**src/rtl/i2s_rx_if.sv**
```systemverilog
// Sample-pair stream from the I2S receiver to the sound core.
// The master (receiver) drives the pair and valid; the slave (consumer) drives ready.
interface i2s_rx_if #(
    parameter int WIDTH = 24
);
    logic [WIDTH-1:0] left;
    logic [WIDTH-1:0] right;
    logic             out_valid;
    logic             out_ready;

    modport master (output left, output right, output out_valid, input out_ready);
    modport slave  (input left, input right, input out_valid, output out_ready);
endinterface

```
**src/rtl/i2s_rx.sv**
```systemverilog
// I2S slave receiver: oversamples bclk/lrclk/sdin on clk and emits one left/right pair per frame.
// Optional slot-count checking is enabled with the macro I2S_RX_FRAMECHK_EN.
module i2s_rx #(
    parameter int WIDTH       = 24,
    parameter int SYNC_STAGES = 2
) (
    input  logic     clk,
    input  logic     rst_n,
    input  logic     bclk,
    input  logic     lrclk,
    input  logic     sdin,
    i2s_rx_if.master pair,
    output logic     overrun,
    output logic     frame_err,
    input  logic     err_clr
);
    localparam logic [5:0] CNT_IDLE  = 6'd63;
    localparam logic [5:0] CNT_WIDTH = 6'(WIDTH);

    // Synchronizer chains, all three with identical latency
    logic [SYNC_STAGES-1:0] bclk_sync_d, bclk_sync_q;
    logic [SYNC_STAGES-1:0] lr_sync_d, lr_sync_q;
    logic [SYNC_STAGES-1:0] sd_sync_d, sd_sync_q;

    assign bclk_sync_d[0] = bclk;
    assign lr_sync_d[0]   = lrclk;
    assign sd_sync_d[0]   = sdin;

    genvar gi;
    generate
        for (gi = 1; gi < SYNC_STAGES; gi++) begin : g_sync
            assign bclk_sync_d[gi] = bclk_sync_q[gi-1];
            assign lr_sync_d[gi]   = lr_sync_q[gi-1];
            assign sd_sync_d[gi]   = sd_sync_q[gi-1];
        end
    endgenerate

    // Edge-detect stage: rise_q is a registered one-cycle pulse, lr_s_q/sd_s_q are aligned with it
    logic bclk_prev_d, bclk_prev_q;
    logic rise_d, rise_q;
    logic lr_s_d, lr_s_q;
    logic sd_s_d, sd_s_q;

    assign bclk_prev_d = bclk_sync_q[SYNC_STAGES-1];
    assign rise_d      = bclk_sync_q[SYNC_STAGES-1] & ~bclk_prev_q;
    assign lr_s_d      = lr_sync_q[SYNC_STAGES-1];
    assign sd_s_d      = sd_sync_q[SYNC_STAGES-1];

    logic [WIDTH-1:0] shift_d, shift_q;
    logic [5:0]       bitcnt_d, bitcnt_q;
    logic             chan_d, chan_q;
    logic             lr_prev_d, lr_prev_q;
    logic             synced_d, synced_q;
    logic [WIDTH-1:0] left_hold_d, left_hold_q;
    logic [WIDTH-1:0] left_d, left_q;
    logic [WIDTH-1:0] right_d, right_q;
    logic             out_valid_d, out_valid_q;
    logic             overrun_d, overrun_q;
    logic             pair_done;
    logic             ovr_event;
    logic [WIDTH-1:0] word;

    // Word as it stands once the current bit is shifted in
    assign word = (shift_q << 1) | WIDTH'(sd_s_q);

    always_comb begin
        shift_d     = shift_q;
        bitcnt_d    = bitcnt_q;
        chan_d      = chan_q;
        lr_prev_d   = lr_prev_q;
        synced_d    = synced_q;
        left_hold_d = left_hold_q;
        left_d      = left_q;
        right_d     = right_q;
        pair_done   = 1'b0;
        if (rise_q) begin
            if (lr_s_q != lr_prev_q) begin
                // Channel boundary: this rise is the delay slot
                bitcnt_d  = 6'd1;
                chan_d    = lr_s_q;
                lr_prev_d = lr_s_q;
                if (!lr_s_q) begin
                    synced_d = 1'b1;
                end
            end else begin
                if (bitcnt_q >= 6'd1 && bitcnt_q <= CNT_WIDTH) begin
                    shift_d = word;
                end
                if (bitcnt_q != CNT_IDLE) begin
                    bitcnt_d = bitcnt_q + 6'd1;
                end
                if (bitcnt_q == CNT_WIDTH) begin
                    if (!chan_q) begin
                        left_hold_d = word;
                    end else if (synced_q) begin
                        left_d    = left_hold_q;
                        right_d   = word;
                        pair_done = 1'b1;
                    end
                end
            end
        end
    end

    // A fresh pair wins over acceptance; overrun only if the old pair was not taken
    always_comb begin
        out_valid_d = out_valid_q;
        if (out_valid_q && pair.out_ready) begin
            out_valid_d = 1'b0;
        end
        if (pair_done) begin
            out_valid_d = 1'b1;
        end
        ovr_event = pair_done && out_valid_q && !pair.out_ready;
        overrun_d = overrun_q;
        if (ovr_event) begin
            overrun_d = 1'b1;
        end else if (err_clr) begin
            overrun_d = 1'b0;
        end
    end

    always_ff @(posedge clk) begin
        if (!rst_n) begin
            bclk_sync_q <= '0;
            lr_sync_q   <= '0;
            sd_sync_q   <= '0;
            bclk_prev_q <= 1'b0;
            rise_q      <= 1'b0;
            lr_s_q      <= 1'b0;
            sd_s_q      <= 1'b0;
            shift_q     <= '0;
            bitcnt_q    <= CNT_IDLE;
            chan_q      <= 1'b0;
            lr_prev_q   <= 1'b0;
            synced_q    <= 1'b0;
            left_hold_q <= '0;
            left_q      <= '0;
            right_q     <= '0;
            out_valid_q <= 1'b0;
            overrun_q   <= 1'b0;
        end else begin
            bclk_sync_q <= bclk_sync_d;
            lr_sync_q   <= lr_sync_d;
            sd_sync_q   <= sd_sync_d;
            bclk_prev_q <= bclk_prev_d;
            rise_q      <= rise_d;
            lr_s_q      <= lr_s_d;
            sd_s_q      <= sd_s_d;
            shift_q     <= shift_d;
            bitcnt_q    <= bitcnt_d;
            chan_q      <= chan_d;
            lr_prev_q   <= lr_prev_d;
            synced_q    <= synced_d;
            left_hold_q <= left_hold_d;
            left_q      <= left_d;
            right_q     <= right_d;
            out_valid_q <= out_valid_d;
            overrun_q   <= overrun_d;
        end
    end

`ifdef I2S_RX_FRAMECHK_EN
    // bitcnt at a boundary equals the rise count of the half that just ended
    logic frame_bad;
    logic frame_err_d, frame_err_q;

    always_comb begin
        frame_bad = rise_q && (lr_s_q != lr_prev_q) && synced_q && (bitcnt_q != 6'd32);
        frame_err_d = frame_err_q;
        if (frame_bad) begin
            frame_err_d = 1'b1;
        end else if (err_clr) begin
            frame_err_d = 1'b0;
        end
    end

    always_ff @(posedge clk) begin
        if (!rst_n) begin
            frame_err_q <= 1'b0;
        end else begin
            frame_err_q <= frame_err_d;
        end
    end

    assign frame_err = frame_err_q;
`else
    assign frame_err = 1'b0;
`endif

    assign pair.left      = left_q;
    assign pair.right     = right_q;
    assign pair.out_valid = out_valid_q;
    assign overrun        = overrun_q;
endmodule

```
**src/flat_wrapper.sv**
```systemverilog
// flat-port wrapper written by rule: the top's interface ports become plain ports
module i2s_rx_flat 
#(
    parameter int WIDTH       = 24,
    parameter int SYNC_STAGES = 2
)
  (clk, rst_n, bclk, lrclk, sdin, overrun, frame_err, err_clr, pair_left, pair_right, pair_out_valid, pair_out_ready);
  i2s_rx_if #(.WIDTH(WIDTH)) pair_i ();
  input  logic clk;
  input  logic rst_n;
  input  logic bclk;
  input  logic lrclk;
  input  logic sdin;
  output logic overrun;
  output logic frame_err;
  input  logic err_clr;
  output wire logic [$bits(pair_i.left)-1:0] pair_left;
  output wire logic [$bits(pair_i.right)-1:0] pair_right;
  output wire logic [$bits(pair_i.out_valid)-1:0] pair_out_valid;
  input wire logic [$bits(pair_i.out_ready)-1:0] pair_out_ready;
  assign pair_left = pair_i.left;
  assign pair_right = pair_i.right;
  assign pair_out_valid = pair_i.out_valid;
  assign pair_i.out_ready = pair_out_ready;
  i2s_rx #(.WIDTH(WIDTH), .SYNC_STAGES(SYNC_STAGES)) u_core (.clk(clk), .rst_n(rst_n), .bclk(bclk), .lrclk(lrclk), .sdin(sdin), .pair(pair_i), .overrun(overrun), .frame_err(frame_err), .err_clr(err_clr));
endmodule
```
**config.mk**
```make
export PLATFORM = sky130hd
export DESIGN_NAME = i2s_rx_flat
export DESIGN_NICKNAME = d
export VERILOG_FILES = /design/src/rtl/i2s_rx_if.sv /design/src/rtl/i2s_rx.sv /design/src/flat_wrapper.sv
export SDC_FILE = /design/constraint.sdc
export NUM_CORES = 1
export LEC_CHECK = 0
export ABC_AREA = 1
export ABC_CLOCK_PERIOD_IN_PS = 2300
export CAP_MARGIN = 20
export CELL_PAD_IN_SITES_DETAIL_PLACEMENT = 1
export CELL_PAD_IN_SITES_GLOBAL_PLACEMENT = 2
export CORE_ASPECT_RATIO = 1.75
export CORE_MARGIN = 3
export CORE_UTILIZATION = 31
export DETAILED_ROUTE_END_ITERATION = 7
export HOLD_SLACK_MARGIN = 0.05
export PLACE_DENSITY = 0.88
export SLEW_MARGIN = 20
export SYNTH_ARGS = -nofsm -noshare
export SYNTH_HDL_FRONTEND = slang
export SYNTH_SLANG_ARGS = --single-unit
```
**constraint.sdc**
```tcl
create_clock -name clk -period 2.3 [get_ports clk]
set_input_delay 0.46 -clock clk [delete_from_list [all_inputs] [get_ports clk]]
set_output_delay 0.46 -clock clk [all_outputs]
set_load 0.01 [all_outputs]
```
==> summary.md <==
| Metric | Value |
|---|---|
| Starting density of the core | 0.3182 |
| Syn Nets | around 590 |
| Min cycle time layout | about 2 ns |
| Area Growth Syn to Fin | 29.11% |
| Final setup TNS | 0 ns |
| Power density cells | between 800 and 900 nW/um^2 |
| Clock Skew | 0.01098 ns |
| Top FF cell, synth | dfxtp_1 |
| Nets | 639 |
| Initial antenna violation count | 0 |
| Sequential-to-total area share from yosys stat | 0.5350 |
| Comb pwr share | 0.020 |
| Syn Inst Count | 576 |
| Worst Path Arrival | 2.24 ns |
| Iter 0 DRT Violations | between 100 and 150 |
| Critical Path End Type | register |
| Met2 Use GR | 0.2603 |
| Flop pwr share | 0.431 |
| CP required | about 2.6 ns |
| Via count | 3613 |
| Switching Fraction | 0.1992 |
| Number of global-route vias before repair | 3794 |
| Worst hold path class | register to register |
| Synth warn | 0 |
| Avg WL per Cell | 12.33 um |
| Leading cell type in the layout, fill and taps excluded | nor2_1 |
| Tcrit/Tclk final | 0.8516 |
| Vias/cell | 4.450 |
| Ports | 58 |
| Die width | 95.06 um |
| RSZ-0062 raised after global routing | no |
| Pins Over Slew Limit | 0 |
| Final core utilization | 0.4108 |
| GRT overflow | 0 |
| FF+latch count, synth | ~120 |
| DRC Markers | 0 |
| Global placer's final weighted congestion | 0.7729 |
| Post-DRT Antenna Nets | 0 |
| Hold buffers post-CTS | 0 |
| Psw | 0.9277 mW |
| Cell area after synthesis | 4303 um^2 |
| CTS Sinks | 115 |
| Crit Path Category | register to register |
| Clock tree from TritonCTS | done |
| Final wirelength | 10.01 mm |
| Worst skew pair latency | 0.40 ns |
| DP HPWL | 6.914 mm |
| Largest net degree at the start of global routing | 113 |
| Share of cells above drive strength 1 | 0.07367 |
| Critical path fanouts, max | 37 |
| Core box area | 13520 um^2 |
| GR peak layer | met2 |
| CTS Buffer Depth | 2 |
| Setup crit start kind | register |
| PortBufs | 56 |
| Htree depth | 4 |
| Final hold vios | 0 |
| Post-Syn Area per Cell | 7.470 um^2 |
| Internal Power | around 3.7 mW |
| Worst-path clk slew | 0.05 ns |
| Netlist cell types | 23 |
| Die height | 161.9 um |
| Lkg Pwr | 2.422 nW |
| Overall die area | 15390 um^2 |
| Peak VDD IR | 484.4 uV |
| DRT Pass-1 Iters | 5 |
| Most frequent cells in the layout | nor2_1 (200), dfxtp_1 (115), nand2_1 (71) |
| Ys async rst share | 0 |
| Row count | 56 |
| GR Util met1 | 0.1529 |
| Antenna Cells | 0 |
| Clock share of power | 0.549 |
| Post-CTS Setup Bufs | 0 |
| GRT Total Usage | 0.1431 |
| M3 GR Usage | 0.03522 |
| Endpoints failing setup | 0 |
| First-pass GRT wire length | 17.43 mm |
| Max-cap violations | 0 |
| Highest clock rate | just over 0.5 GHz |
| EDFF count, synth | 0 |
| Post-CTS Resized | 0 |
| Status | finished clean |
| CTS root buf | clkbuf_16 |
| Num CTS Buffers | 17 |
==> state kept, by name, summed over array words and instances (netlist names), 2 cells and up <==
register and flops:
u_core.pair.right 24, u_core.sd_sync_q 2, u_core.bitcnt_q 6, u_core.left_hold_q 24, u_core.lr_sync_q 2, u_core.bclk_sync_q 2, u_core.pair.left 24, u_core.shift_q 23
==> through the flow <==
| step | power (mW) | worst slack, ns | instances | area (um^2) | hold WS (ns) |
|---|---|---|---|---|---|
| floorplan | 2.111 | 0.6786 | 576 | 4303 | 0.3680 |
| global placement | 2.138 | 0.4083 | 781 | 4967 | 0.3784 |
| detailed placement | 2.141 | 0.3151 | 781 | 4967 | 0.3812 |
| CTS | 4.723 | 0.3027 | 812 | 5555 | 0.3882 |
| global route | 4.835 | 0.06234 | 812 | 5555 | 0.4050 |
| finish | 4.656 | 0.3414 | 812 | 5555 | 0.3871 |
==> final timing paths <==
kind	startpoint	endpoint	slack (ns)	cells after the start
worst max-delay path	u_core.chan_q	u_core.pair.left[3]	0.34	7
worst min-delay path	u_core.bclk_prev_q	u_core.rise_q	0.39	1
worst max register to register	u_core.chan_q	u_core.pair.left[3]	0.34	7
worst min register to register	u_core.bclk_prev_q	u_core.rise_q	0.39	1
==> cells by family (layout without fill, tap and decap cells) <==
group,count (synthesis),after routing,synth area share
buffers and inverters,79,141,0.08054
XOR/XNOR,3,3,0.006108
AND/OR/NAND/NOR,291,291,0.2646
AO/OA/AOI/OAI,81,81,0.09538
other,1,1,0.0008715
adder cells (fa/ha/maj),6,6,0.01745
flip-flops,115,115,0.5350
==> routing by layer <==
layer / share of wire / routed length [um] / up-vias
met3: 0.030 / 298 / 10
met4: 0.015 / 154 / 0
li1: - / - / 1873
met5: 0 / 0 / -
met1: 0.41 / 4094 / 1681
met2: 0.55 / 5466 / 49
==> Yosys cell counts, drive strengths merged, types with 4 or more instances <==
cell | number | share of area
nor2 | 202 | 0.18
dfxtp | 115 | 0.54
o21ai | 75 | 0.087
nand2 | 72 | 0.063
inv | 48 | 0.042
clkbuf | 17 | 0.015
buf | 14 | 0.024
nand3 | 14 | 0.019
ha | 6 | 0.017
a21oi | 4 | 0.0047
==> area by class of cell <==
class | instances | area [um^2]
Tap cell | 174 | 217.7
Sequential cell | 115 | 2302
Clock buffer | 22 | 484.2
Multi-Input combinational cell | 382 | 1654
Inverter | 48 | 180.2
Fill cell | 1656 | 7968
Clock inverter | 9 | 103.9
Timing Repair Buffer | 62 | 613.1
==> power by group through the flow <==
| stage | clock (mW) | sequential (mW) | combinational, mW |
|---|---|---|---|
| floorplan | 0 | 2.05 | 0.0645 |
| global placement | 0 | 2.05 | 0.0906 |
| detailed placement | 0 | 2.05 | 0.0927 |
| CTS | 2.62 | 2.01 | 0.0935 |
| global route | 2.72 | 2.01 | 0.107 |
| finish | 2.56 | 2.01 | 0.0910 |
==> critical path, stage by stage, from the launching register on <==
cell     delay, ns
dfxtp_1       0.35
inv_1         0.07
ha_1          0.39
nor3_2        0.25
nand2_2       0.20
buf_4         0.30
o21ai_0       0.22
nor2_1        0.05
Power figures use the tool's default switching activity.
